===== src/rtl/tg68k_fpu_movem_if.sv =====
// Bus and register-file strobe bundle for the FMOVEM sequencer.
// The master side is the sequencer; the slave side is memory plus responder.
interface tg68k_fpu_movem_seq_if;
    logic        fmovem_data_request;
    logic        fmovem_data_write;
    logic [2:0]  fmovem_reg_index;
    logic [79:0] fmovem_data_out;
    logic [79:0] fmovem_data_in;
    logic        bus_req;
    logic        bus_we;
    logic [31:0] bus_addr;
    logic [31:0] bus_wdata;
    logic [31:0] bus_rdata;
    logic        bus_ack;

    modport master (
        output fmovem_data_request,
        output fmovem_data_write,
        output fmovem_reg_index,
        output fmovem_data_out,
        input  fmovem_data_in,
        output bus_req,
        output bus_we,
        output bus_addr,
        output bus_wdata,
        input  bus_rdata,
        input  bus_ack
    );

    modport slave (
        input  fmovem_data_request,
        input  fmovem_data_write,
        input  fmovem_reg_index,
        input  fmovem_data_out,
        output fmovem_data_in,
        input  bus_req,
        input  bus_we,
        input  bus_addr,
        input  bus_wdata,
        output bus_rdata,
        output bus_ack
    );
endinterface


===== src/rtl/tg68k_fpu_movem_seq.sv =====
// FMOVEM initiator: walks the FP register mask and moves each extended
// value to or from memory as three longword beats (96-bit layout).
module tg68k_fpu_movem_seq (
    input  logic                          clk,
    input  logic                          nReset,
    input  logic                          clkena,
    input  logic                          start_i,
    input  logic                          direction_i,
    input  logic [7:0]                    register_mask_i,
    input  logic                          predecrement_i,
    input  logic [31:0]                   base_addr_i,
    tg68k_fpu_movem_seq_if.master         fm,
    output logic                          busy_o,
    output logic                          done_o,
    output logic                          addr_error_o,
    output logic [31:0]                   final_addr_o
);

    typedef enum logic [2:0] {
        S_IDLE,
        S_SCAN,
        S_REGRD,
        S_REGWAIT,
        S_BUS,
        S_REGWR,
        S_DONE
    } state_t;

    state_t      state_q;
    logic        dir_q;
    logic        pre_q;
    logic [7:0]  pend_q;
    logic [31:0] addr_q;
    logic [31:0] cur_q;
    logic [1:0]  beat_q;
    logic [79:0] hold_q;
    logic [2:0]  idx_q;
    logic        req_q;
    logic        wr_q;
    logic [79:0] dout_q;
    logic        breq_q;
    logic        bwe_q;
    logic [31:0] baddr_q;
    logic [31:0] bwdata_q;
    logic        busy_q;
    logic        done_q;
    logic        aerr_q;
    logic [31:0] final_q;

    logic        found_d;
    logic [2:0]  sel_d;
    logic [7:0]  rev_d;
    logic [31:0] cur_d;

    // pend_q is indexed by FP register number regardless of mask order.
    always_comb begin
        found_d = |pend_q;
        sel_d   = 3'd0;
        rev_d   = 8'd0;
        for (int i = 0; i < 8; i++) begin
            rev_d[i] = register_mask_i[7-i];
            if (pre_q) begin
                if (pend_q[i]) sel_d = 3'(i);
            end else begin
                if (pend_q[7-i]) sel_d = 3'(7-i);
            end
        end
        cur_d = pre_q ? addr_q - 32'd12 : addr_q;
    end

    always_ff @(posedge clk) begin
        if (!nReset) begin
            state_q  <= S_IDLE;
            dir_q    <= 1'b0;
            pre_q    <= 1'b0;
            pend_q   <= 8'd0;
            addr_q   <= 32'd0;
            cur_q    <= 32'd0;
            beat_q   <= 2'd0;
            hold_q   <= 80'd0;
            idx_q    <= 3'd0;
            req_q    <= 1'b0;
            wr_q     <= 1'b0;
            dout_q   <= 80'd0;
            breq_q   <= 1'b0;
            bwe_q    <= 1'b0;
            baddr_q  <= 32'd0;
            bwdata_q <= 32'd0;
            busy_q   <= 1'b0;
            done_q   <= 1'b0;
            aerr_q   <= 1'b0;
            final_q  <= 32'd0;
        end else if (clkena) begin
            unique case (state_q)
                S_IDLE: begin
                    done_q <= 1'b0;
                    aerr_q <= 1'b0;
                    if (start_i) begin
                        state_q <= S_SCAN;
                        busy_q  <= 1'b1;
                        dir_q   <= direction_i;
                        pre_q   <= predecrement_i;
                        pend_q  <= predecrement_i ? register_mask_i : rev_d;
                        addr_q  <= base_addr_i;
                    end
                end
                S_SCAN: begin
                    if (addr_q[0] || !found_d) begin
                        state_q <= S_DONE;
                        busy_q  <= 1'b0;
                        done_q  <= 1'b1;
                        aerr_q  <= addr_q[0];
                        final_q <= addr_q;
                    end else begin
                        idx_q  <= sel_d;
                        cur_q  <= cur_d;
                        beat_q <= 2'd0;
                        if (dir_q) begin
                            state_q <= S_REGRD;
                            req_q   <= 1'b1;
                        end else begin
                            state_q <= S_BUS;
                            breq_q  <= 1'b1;
                            bwe_q   <= 1'b0;
                            baddr_q <= cur_d;
                        end
                    end
                end
                S_REGRD: begin
                    req_q   <= 1'b0;
                    state_q <= S_REGWAIT;
                end
                S_REGWAIT: begin
                    hold_q   <= fm.fmovem_data_in;
                    breq_q   <= 1'b1;
                    bwe_q    <= 1'b1;
                    baddr_q  <= cur_q;
                    bwdata_q <= {fm.fmovem_data_in[79:64], 16'h0000};
                    state_q  <= S_BUS;
                end
                S_BUS: begin
                    if (fm.bus_ack) begin
                        beat_q <= beat_q + 2'd1;
                        if (!dir_q && beat_q == 2'd0)
                            hold_q[79:64] <= fm.bus_rdata[31:16];
                        if (!dir_q && beat_q == 2'd1)
                            hold_q[63:32] <= fm.bus_rdata;
                        if (beat_q == 2'd2) begin
                            breq_q        <= 1'b0;
                            bwe_q         <= 1'b0;
                            pend_q[idx_q] <= 1'b0;
                            addr_q        <= pre_q ? cur_q : cur_q + 32'd12;
                            if (dir_q) begin
                                state_q <= S_SCAN;
                            end else begin
                                state_q <= S_REGWR;
                                wr_q    <= 1'b1;
                                dout_q  <= {hold_q[79:32], fm.bus_rdata};
                            end
                        end else begin
                            baddr_q  <= baddr_q + 32'd4;
                            bwdata_q <= (beat_q == 2'd0) ? hold_q[63:32]
                                                         : hold_q[31:0];
                        end
                    end
                end
                S_REGWR: begin
                    wr_q    <= 1'b0;
                    state_q <= S_SCAN;
                end
                S_DONE: begin
                    done_q  <= 1'b0;
                    aerr_q  <= 1'b0;
                    state_q <= S_IDLE;
                end
                default: state_q <= S_IDLE;
            endcase
        end
    end

    assign fm.fmovem_data_request = req_q;
    assign fm.fmovem_data_write   = wr_q;
    assign fm.fmovem_reg_index    = idx_q;
    assign fm.fmovem_data_out     = dout_q;
    assign fm.bus_req             = breq_q;
    assign fm.bus_we              = bwe_q;
    assign fm.bus_addr            = baddr_q;
    assign fm.bus_wdata           = bwdata_q;
    assign busy_o                 = busy_q;
    assign done_o                 = done_q;
    assign addr_error_o           = aerr_q;
    assign final_addr_o           = final_q;

endmodule


===== src/flat_wrapper.sv =====
// flat-port wrapper written by rule: the top's interface ports become plain ports
module tg68k_fpu_movem_seq_flat 
  (clk, nReset, clkena, start_i, direction_i, register_mask_i, predecrement_i, base_addr_i, busy_o, done_o, addr_error_o, final_addr_o, fm_fmovem_data_request, fm_fmovem_data_write, fm_fmovem_reg_index, fm_fmovem_data_out, fm_fmovem_data_in, fm_bus_req, fm_bus_we, fm_bus_addr, fm_bus_wdata, fm_bus_rdata, fm_bus_ack);
  tg68k_fpu_movem_seq_if fm_i ();
  input  logic clk;
  input  logic nReset;
  input  logic clkena;
  input  logic start_i;
  input  logic direction_i;
  input  logic [7:0] register_mask_i;
  input  logic predecrement_i;
  input  logic [31:0] base_addr_i;
  output logic busy_o;
  output logic done_o;
  output logic addr_error_o;
  output logic [31:0] final_addr_o;
  output wire logic [$bits(fm_i.fmovem_data_request)-1:0] fm_fmovem_data_request;
  output wire logic [$bits(fm_i.fmovem_data_write)-1:0] fm_fmovem_data_write;
  output wire logic [$bits(fm_i.fmovem_reg_index)-1:0] fm_fmovem_reg_index;
  output wire logic [$bits(fm_i.fmovem_data_out)-1:0] fm_fmovem_data_out;
  input wire logic [$bits(fm_i.fmovem_data_in)-1:0] fm_fmovem_data_in;
  output wire logic [$bits(fm_i.bus_req)-1:0] fm_bus_req;
  output wire logic [$bits(fm_i.bus_we)-1:0] fm_bus_we;
  output wire logic [$bits(fm_i.bus_addr)-1:0] fm_bus_addr;
  output wire logic [$bits(fm_i.bus_wdata)-1:0] fm_bus_wdata;
  input wire logic [$bits(fm_i.bus_rdata)-1:0] fm_bus_rdata;
  input wire logic [$bits(fm_i.bus_ack)-1:0] fm_bus_ack;
  assign fm_fmovem_data_request = fm_i.fmovem_data_request;
  assign fm_fmovem_data_write = fm_i.fmovem_data_write;
  assign fm_fmovem_reg_index = fm_i.fmovem_reg_index;
  assign fm_fmovem_data_out = fm_i.fmovem_data_out;
  assign fm_i.fmovem_data_in = fm_fmovem_data_in;
  assign fm_bus_req = fm_i.bus_req;
  assign fm_bus_we = fm_i.bus_we;
  assign fm_bus_addr = fm_i.bus_addr;
  assign fm_bus_wdata = fm_i.bus_wdata;
  assign fm_i.bus_rdata = fm_bus_rdata;
  assign fm_i.bus_ack = fm_bus_ack;
  tg68k_fpu_movem_seq u_core (.clk(clk), .nReset(nReset), .clkena(clkena), .start_i(start_i), .direction_i(direction_i), .register_mask_i(register_mask_i), .predecrement_i(predecrement_i), .base_addr_i(base_addr_i), .fm(fm_i), .busy_o(busy_o), .done_o(done_o), .addr_error_o(addr_error_o), .final_addr_o(final_addr_o));
endmodule

===== config.mk =====
export PLATFORM = sky130hd
export DESIGN_NAME = tg68k_fpu_movem_seq_flat
export DESIGN_NICKNAME = d
export VERILOG_FILES = /design/src/rtl/tg68k_fpu_movem_if.sv /design/src/rtl/tg68k_fpu_movem_seq.sv /design/src/flat_wrapper.sv
export SDC_FILE = /design/constraint.sdc
export NUM_CORES = 1
export LEC_CHECK = 0
export BUFFER_PORTS_ARGS = -buffer_cell sky130_fd_sc_hd__buf_2
export CAP_MARGIN = 20
export CORE_UTILIZATION = 35
export DETAILED_ROUTE_END_ITERATION = 16
export GPL_TIMING_DRIVEN = 1
export SKIP_LAST_GASP = 1
export SYNTH_ARGS = -nofsm -noshare
export SYNTH_HDL_FRONTEND = slang
export SYNTH_SLANG_ARGS = --single-unit

===== constraint.sdc =====
create_clock -name clk -period 3.45 [get_ports clk]
set_input_delay 0.1725 -clock clk [delete_from_list [all_inputs] [get_ports clk]]
set_output_delay 0.1725 -clock clk [all_outputs]
set_load 0.02 [all_outputs]

Yosys cells after proc, flatten, opt, wreduce, memory -nomap -nowiden --
Index checks and enable logic that the tools add are counted.
Operators by class: add/subtract/negate cells 4, $lt $le $gt $ge 2, equal/unequal tests 19, muxes and demuxes 80, bitwise logic cells 4, reductions and logical operators 35
Operators by type and width (count):
- $mux W32 | 13
- $pmux W32 S2 | 2
- $pmux W32 S3 | 1
- $pmux W48 S2 | 1
- $mux W3 | 29
- $mux W48 | 1
- $add A32 B3 Y32 const B | 1
- $add A32 B4 Y32 const B | 1
- $mux W8 | 4
- $sub A32 B4 Y32 const B | 1
- $reduce_and A4 Y1 | 7
- $pmux W3 S6 | 1
- $mux W16 | 1
- $pmux W8 S2 | 1
- $mux W1 | 15
- $reduce_and A5 Y1 | 3
- $reduce_bool A2 Y1 | 7
- $ne A2 B2 Y1 const B | 6
- $reduce_and A3 Y1 | 4
- $reduce_and A6 Y1 | 2
- $ne A2 B1 Y1 const B | 5
- $pmux W1 S2 | 5
- $eq A3 B3 Y1 const B | 3
- $and A8 B8 Y8 | 1
- 22 further kinds | 29
Word-level totals: flip-flop bits (word level) 345, bits of input ports 159, output and inout bits 186, logic and storage cells 166

Depth between registers and ports, before layout --
word-level depth 16, mapped depth 9

Worst setup path before layout --
Ideal clock, no wire load.
path type reg-to-reg, start point reg u_core.addr_q[14], end point reg u_core.baddr_q[31] (netlist: u_core.fm.bus_addr[31]), setup time 0.128 ns, arrival 2.315 ns, setup slack 1.007 ns, cell stages (with the launch flop) 9, buffers on the path 2, clock period less this slack 2.443 ns, cell sequence dfxtp_1 -> buf_6 -> or4_4 -> or4b_4 -> buf_6 -> nor4_4 -> xor2_2 -> a211oi_1 -> o22ai_1
Between the ends: word-level cells in the longest chain between the ends 5
Ends and longest elaborated chain:
- from (decl) | RTL line tg68k_fpu_movem_seq.sv:33 | logic [31:0] addr_q;
- from (signal assigned) | RTL line tg68k_fpu_movem_seq.sv:104 | addr_q <= base_addr_i;
- from (signal assigned) | RTL line tg68k_fpu_movem_seq.sv:152 | addr_q <= pre_q ? cur_q : cur_q + 32'd12;
- $sub A32 B4 Y32 | RTL line tg68k_fpu_movem_seq.sv:68 | cur_d = pre_q ? addr_q - 32'd12 : addr_q;
- $mux W32 | RTL line tg68k_fpu_movem_seq.sv:68
- $mux W32 | RTL line tg68k_fpu_movem_seq.sv:118 | if (dir_q) begin
- $mux W32 | RTL line tg68k_fpu_movem_seq.sv:108 | if (addr_q[0] || !found_d) begin
- $pmux W32 S3 | RTL line tg68k_fpu_movem_seq.sv:94 | unique case (state_q)
- to (signal assigned) | RTL line tg68k_fpu_movem_seq.sv:125 | baddr_q <= cur_d;
- to (signal assigned) | RTL line tg68k_fpu_movem_seq.sv:137 | baddr_q <= cur_q;
- to (signal assigned) | RTL line tg68k_fpu_movem_seq.sv:161 | baddr_q <= baddr_q + 32'd4;
- to (decl) | RTL line tg68k_fpu_movem_seq.sv:43 | logic [31:0] baddr_q;
No other way between the ends. The select of a mux whose other input is x is not followed. A chain may end at the register's enable or synchronous reset.

Final worst setup path --
start point reg u_core.state_q[2], end point reg u_core.hold_q[51]
Between the ends: word-level cells in the longest chain between the ends 3
Ends and longest elaborated chain:
- from (decl) | RTL line tg68k_fpu_movem_seq.sv:29 | state_t state_q;
- from (signal assigned) | RTL line tg68k_fpu_movem_seq.sv:73 | state_q <= S_IDLE;
- from (signal assigned) | RTL line tg68k_fpu_movem_seq.sv:99 | state_q <= S_SCAN;
- from (signal assigned) | RTL line tg68k_fpu_movem_seq.sv:109 | state_q <= S_DONE;
- $eq A3 B3 Y1 / $eq A3 B2 Y1 (equally long branches) | RTL line tg68k_fpu_movem_seq.sv:94
- $ne A2 B1 Y1 (no source line), or another cell as far along
- $reduce_and A4 Y1 (no source line)
- to (signal assigned) | RTL line tg68k_fpu_movem_seq.sv:134 | hold_q <= fm.fmovem_data_in;
- to (signal assigned) | RTL line tg68k_fpu_movem_seq.sv:147 | hold_q[63:32] <= fm.bus_rdata;
- to (decl) | RTL line tg68k_fpu_movem_seq.sv:36 | logic [79:0] hold_q;
Parallel ways exist; a longest one is shown, timed or not.

==> results <==
- The flow ran to the end, and the final reports show no timing, DRC or antenna violations.
- In the layout the commonest cells are sky130_fd_sc_hd__nand2_1, sky130_fd_sc_hd__dfxtp_1, sky130_fd_sc_hd__buf_2, sky130_fd_sc_hd__a21oi_1, sky130_fd_sc_hd__nor2_1.
- The global routing usage on met3 is 0.04780.
- Using the TritonRoute via totals, the vias-per-cell ratio works out to 5.414.
- The number of pins exceeding their max-slew limit in the final report is 0.
- The core region area is ~44000 um2.
- Timing would allow up to around 0.32 GHz.
- The final net count is ~2600.
- The number of distinct library cells after synthesis is 81.
- In this run the vertical extent of the chip is 214.1 um.
- The final estimated routing congestion in global placement is approximately 0.87.
- The type of the worst setup path is register to register.
- The clock network latency to the later pin of the worst-skew pair is 0.56 ns.
- The routed length per placed instance is 18.65 um.
- The layout-stage area growth over the synthesis result is 32.71%.
- The worst max-slew margin expressed relative to the limit is 0.3845.
- The worst register-to-register path has a setup slack of 0.34 ns.
- Dividing the final minimum period by the clock period gives 0.9023.
- The clock tree buffer depth is 3.
- TritonCTS built the clock tree.
- For this configuration, the core starts out at a cell density of 0.3551.
- The number of filler cells placed in the layout is ~4300.
- The leakage dissipation is 8.176 nW.
- Once routing completed, OpenROAD measured the worst setup slack at 0.3370 ns.
- Along the worst path, the maximum fanout reaches 64.
- The multi-input combinational cells in the finished layout cover a total of approximately 8200 um2.
- The H-tree was split into 2 levels.
- Registers take ~6900 um2.
- After synthesis, the mean cell area works out to just under 8 um2.
- Leaving out fill and tap cells, the most frequent cell in the layout is sky130_fd_sc_hd__nand2_1.
- The die outline area is 45820 um2.
- The switching fraction of total power is 0.2607.
- Data on the critical path is required at its endpoint by approximately 4 ns.
- The floorplan die width is roughly 210 um.
- For the finished layout, the period the worst path requires is around 3.1 ns.
- The boundary pin count is 345.
- STA classifies the critical path endpoint as a register.
- Detailed routing inserted a total of 16448 vias.
- The number of global-route vias before repair is roughly 16000.
- Entering global routing, the biggest net connects 99 pins.
- The final hold violation count is 0.
- After synthesis, the share of flip-flops with an asynchronous set or reset is 0.
- For the worst setup path, the data arrival time is approximately 3.6 ns.
- The critical path startpoint category is a register.
- The most used flip-flop cell after synthesis is sky130_fd_sc_hd__dfxtp_1.
- The switching power is 0.002585 W.
- In this run the cell area of the synthesized design comes to approximately 16000 um2.
- The worst slack after detailed placement is ~0.72 ns.
- For the pin with the worst max-slew slack, the measured transition is slightly above 0.9 ns.
- The met1 layer usage reported by global route is 0.3139.
- The library cell used as clock root buffer is sky130_fd_sc_hd__clkbuf_16.
- The number of remaining DRC errors is 0.
- The total wire length is about 57000 um.
- The hold path startpoint is base_addr_i[31].
- The share of final-layout standard cells stronger than drive strength 1 is 0.2069.
- The initial antenna violation count is 0.
- Setup repair after global routing left no endpoint under its margin.
- The design draws 0.009915 W.
- After clock tree synthesis, the clock-pin slew on the worst setup and hold paths is 0.06 ns.
- The instance count of the mapped netlist is 2000.
- For this run, the detailed router's first-pass iteration total came to 6.
- The combinational cell fraction of total power is 0.116.
- Synthesis produced a netlist with a net count of between 2000 and 2500.
- The post-route clock skew is 0.009425 ns.
- Max-cap violations in this run came to 0.
- The placed wire-length estimate is approximately 39000 um.
- Yosys mapped a number of flops with a built-in enable equal to 0.
- In the global route stage, overall resource usage came out at 0.2394.
- The first global-routing pass estimated 88580 um of wire.
- For met2 alone, demand over resource in global routing was 0.3915.
- The internal power is ~0.0073 W.
- The power share of the sequential group is 0.425.
- The worst hold path belongs to the class input port to register.
- The worst register-to-register path begins at u_core.state_q[2]$_SDFFE_PN0P_.
- Global routing finished with a remaining overflow of 0.
- The power per unit of standard cell area is about 470 nW/um2.
- The number of clock sinks is between 300 and 400.
- The number of buffers added on ports is around 340.
- The final antenna-violating net count is 0.
- The register bit count reported by yosys is ~350.
- The layer flagged by global routing as most heavily used is met2.
- 0 antenna diodes ended up in the layout.
- After routing, the total negative slack on setup checks comes to 0 ns.
- TritonCTS created 40 clock buffers.
- Across the VDD grid, the largest voltage drop is ~0.32 mV.
- Tracing the worst setup path back leads to its startpoint at u_core.state_q[2]$_SDFFE_PN0P_.
- The first routing iteration left about 1700 violations.
- The floorplan row count is 77.
- The Yosys warning count is 0.
- Hold timing on the final database bottoms out at a slack of between 0.04 and 0.05 ns.
- The portion of the post-synthesis area used by sequential elements is 0.4388.
- Setup violations remaining at the end of the flow were counted as 0.
- Of the total power, the clock network draws 0.459.
critical path: stages, from the launching register on:
cell and delay (ns):
sky130_fd_sc_hd__dfxtp_1 0.58, sky130_fd_sc_hd__nor3b_2 0.55, sky130_fd_sc_hd__nand3b_1 0.21, sky130_fd_sc_hd__a221oi_4 0.28, sky130_fd_sc_hd__buf_6 0.45, sky130_fd_sc_hd__nor2_1 0.08, sky130_fd_sc_hd__a311oi_1 0.28, sky130_fd_sc_hd__dlygate4sd3_1 0.60
cell usage after synthesis (all sizes together) (5+ instances only):
cell / count / share of area
clkbuf: 148 / 0.035
nor2: 194 / 0.046
o221ai: 11 / 0.0061
nand2b: 5 / 0.0020
xnor2: 32 / 0.018
buf: 13 / 0.0041
inv: 17 / 0.0041
mux2: 24 / 0.017
and3: 11 / 0.0044
a31oi: 9 / 0.0036
o21ai: 53 / 0.017
xor2: 29 / 0.017
and2: 7 / 0.0028
nand3: 48 / 0.015
o2111a: 5 / 0.0036
nand2: 468 / 0.11
nand4: 23 / 0.0091
a211oi: 41 / 0.020
a22oi: 24 / 0.011
o211ai: 25 / 0.012
o22ai: 6 / 0.0024
nor2b: 5 / 0.0020
a211o: 9 / 0.0050
or3: 6 / 0.0024
a21oi: 232 / 0.074
a221oi: 12 / 0.0071
dfxtp: 345 / 0.44
ha: 6 / 0.0048
mux2i: 22 / 0.014
nor4: 27 / 0.016
nor3: 26 / 0.0092
a311oi: 51 / 0.028
cells by family (layout without fill, tap and decap cells):
logic type	after synthesis	in the layout	share of synthesized area
DFF	345	345	0.4388
AOI/OAI and AO/OA	516	516	0.2112
buffers and inverters	179	625	0.04380
muxes	46	46	0.03116
adders and majority gates	6	6	0.004770
xor gates and xnor gates	61	61	0.03442
and+or+nand+nor	847	847	0.2358
power groups by stage:
stage | Clock [W] | Sequential, W | Combinational, W
floorplan | 0 | 0.00427 | 0.000643
global placement | 0 | 0.00429 | 0.000993
detailed placement | 0 | 0.00430 | 0.00100
CTS | 0.00463 | 0.00421 | 0.00114
global route | 0.00479 | 0.00423 | 0.00125
finish | 0.00455 | 0.00422 | 0.00115
area by class of cell:
cell class,count,share of cell area
Multi-Input combinational cell,1476,0.3917
Sequential cell,345,0.3307
Clock buffer,60,0.05727
Timing Repair Buffer,535,0.1710
Clock inverter,12,0.01030
Inverter,18,0.003594
Tap cell,592,0.03546
through the flow:
step / cells / cell area, um2 / utilization
4_1_cts: 3038 / 20880 / 0.4712
3_3_place_gp: 2821 / 18020 / 0.4066
2_1_floorplan: 2000 / 15740 / -
5_1_grt: 3038 / 20890 / 0.4713
6_report: 3038 / 20890 / 0.4713
3_5_place_dp: 2821 / 18020 / 0.4066
registers in the layout (all words and copies together), names as in the netlist, 3 cells and up:
name,cells
u_core.addr_q,32
u_core.cur_q,32
u_core.final_addr_o,32
u_core.fm.bus_addr,32
u_core.fm.bus_wdata,32
u_core.fm.fmovem_data_out,80
u_core.fm.fmovem_reg_index,3
u_core.hold_q,80
u_core.pend_q,8
u_core.state_q,3
final timing paths:
check / cells past startpoint / endpoint
setup / recovery: 7 / u_core.hold_q[51]$_SDFFE_PN0P_
hold / removal: 4 / u_core.addr_q[31]$_SDFFE_PN0P_
setup reg to reg: 7 / u_core.hold_q[51]$_SDFFE_PN0P_
hold reg to reg: 2 / u_core.fm.fmovem_data_out[42]$_SDFFE_PN0P_
per-layer routing:
metal / vias up / share of wire
met5: - / 0
met3: 112 / 0.071
met2: 661 / 0.46
met1: 7814 / 0.44
met4: 0 / 0.033
li1: 7861 / -
what timing repair did:
action / in CTS / in global routing
hold buffers: 145 / 0
setup buffers: 0 / 0
endpoints found under the setup margin: 0 / 1
gates resized for setup: 0 / 1
endpoints found under the hold margin: 152 / 0
No activity file was read; power rests on OpenSTA's default activity.
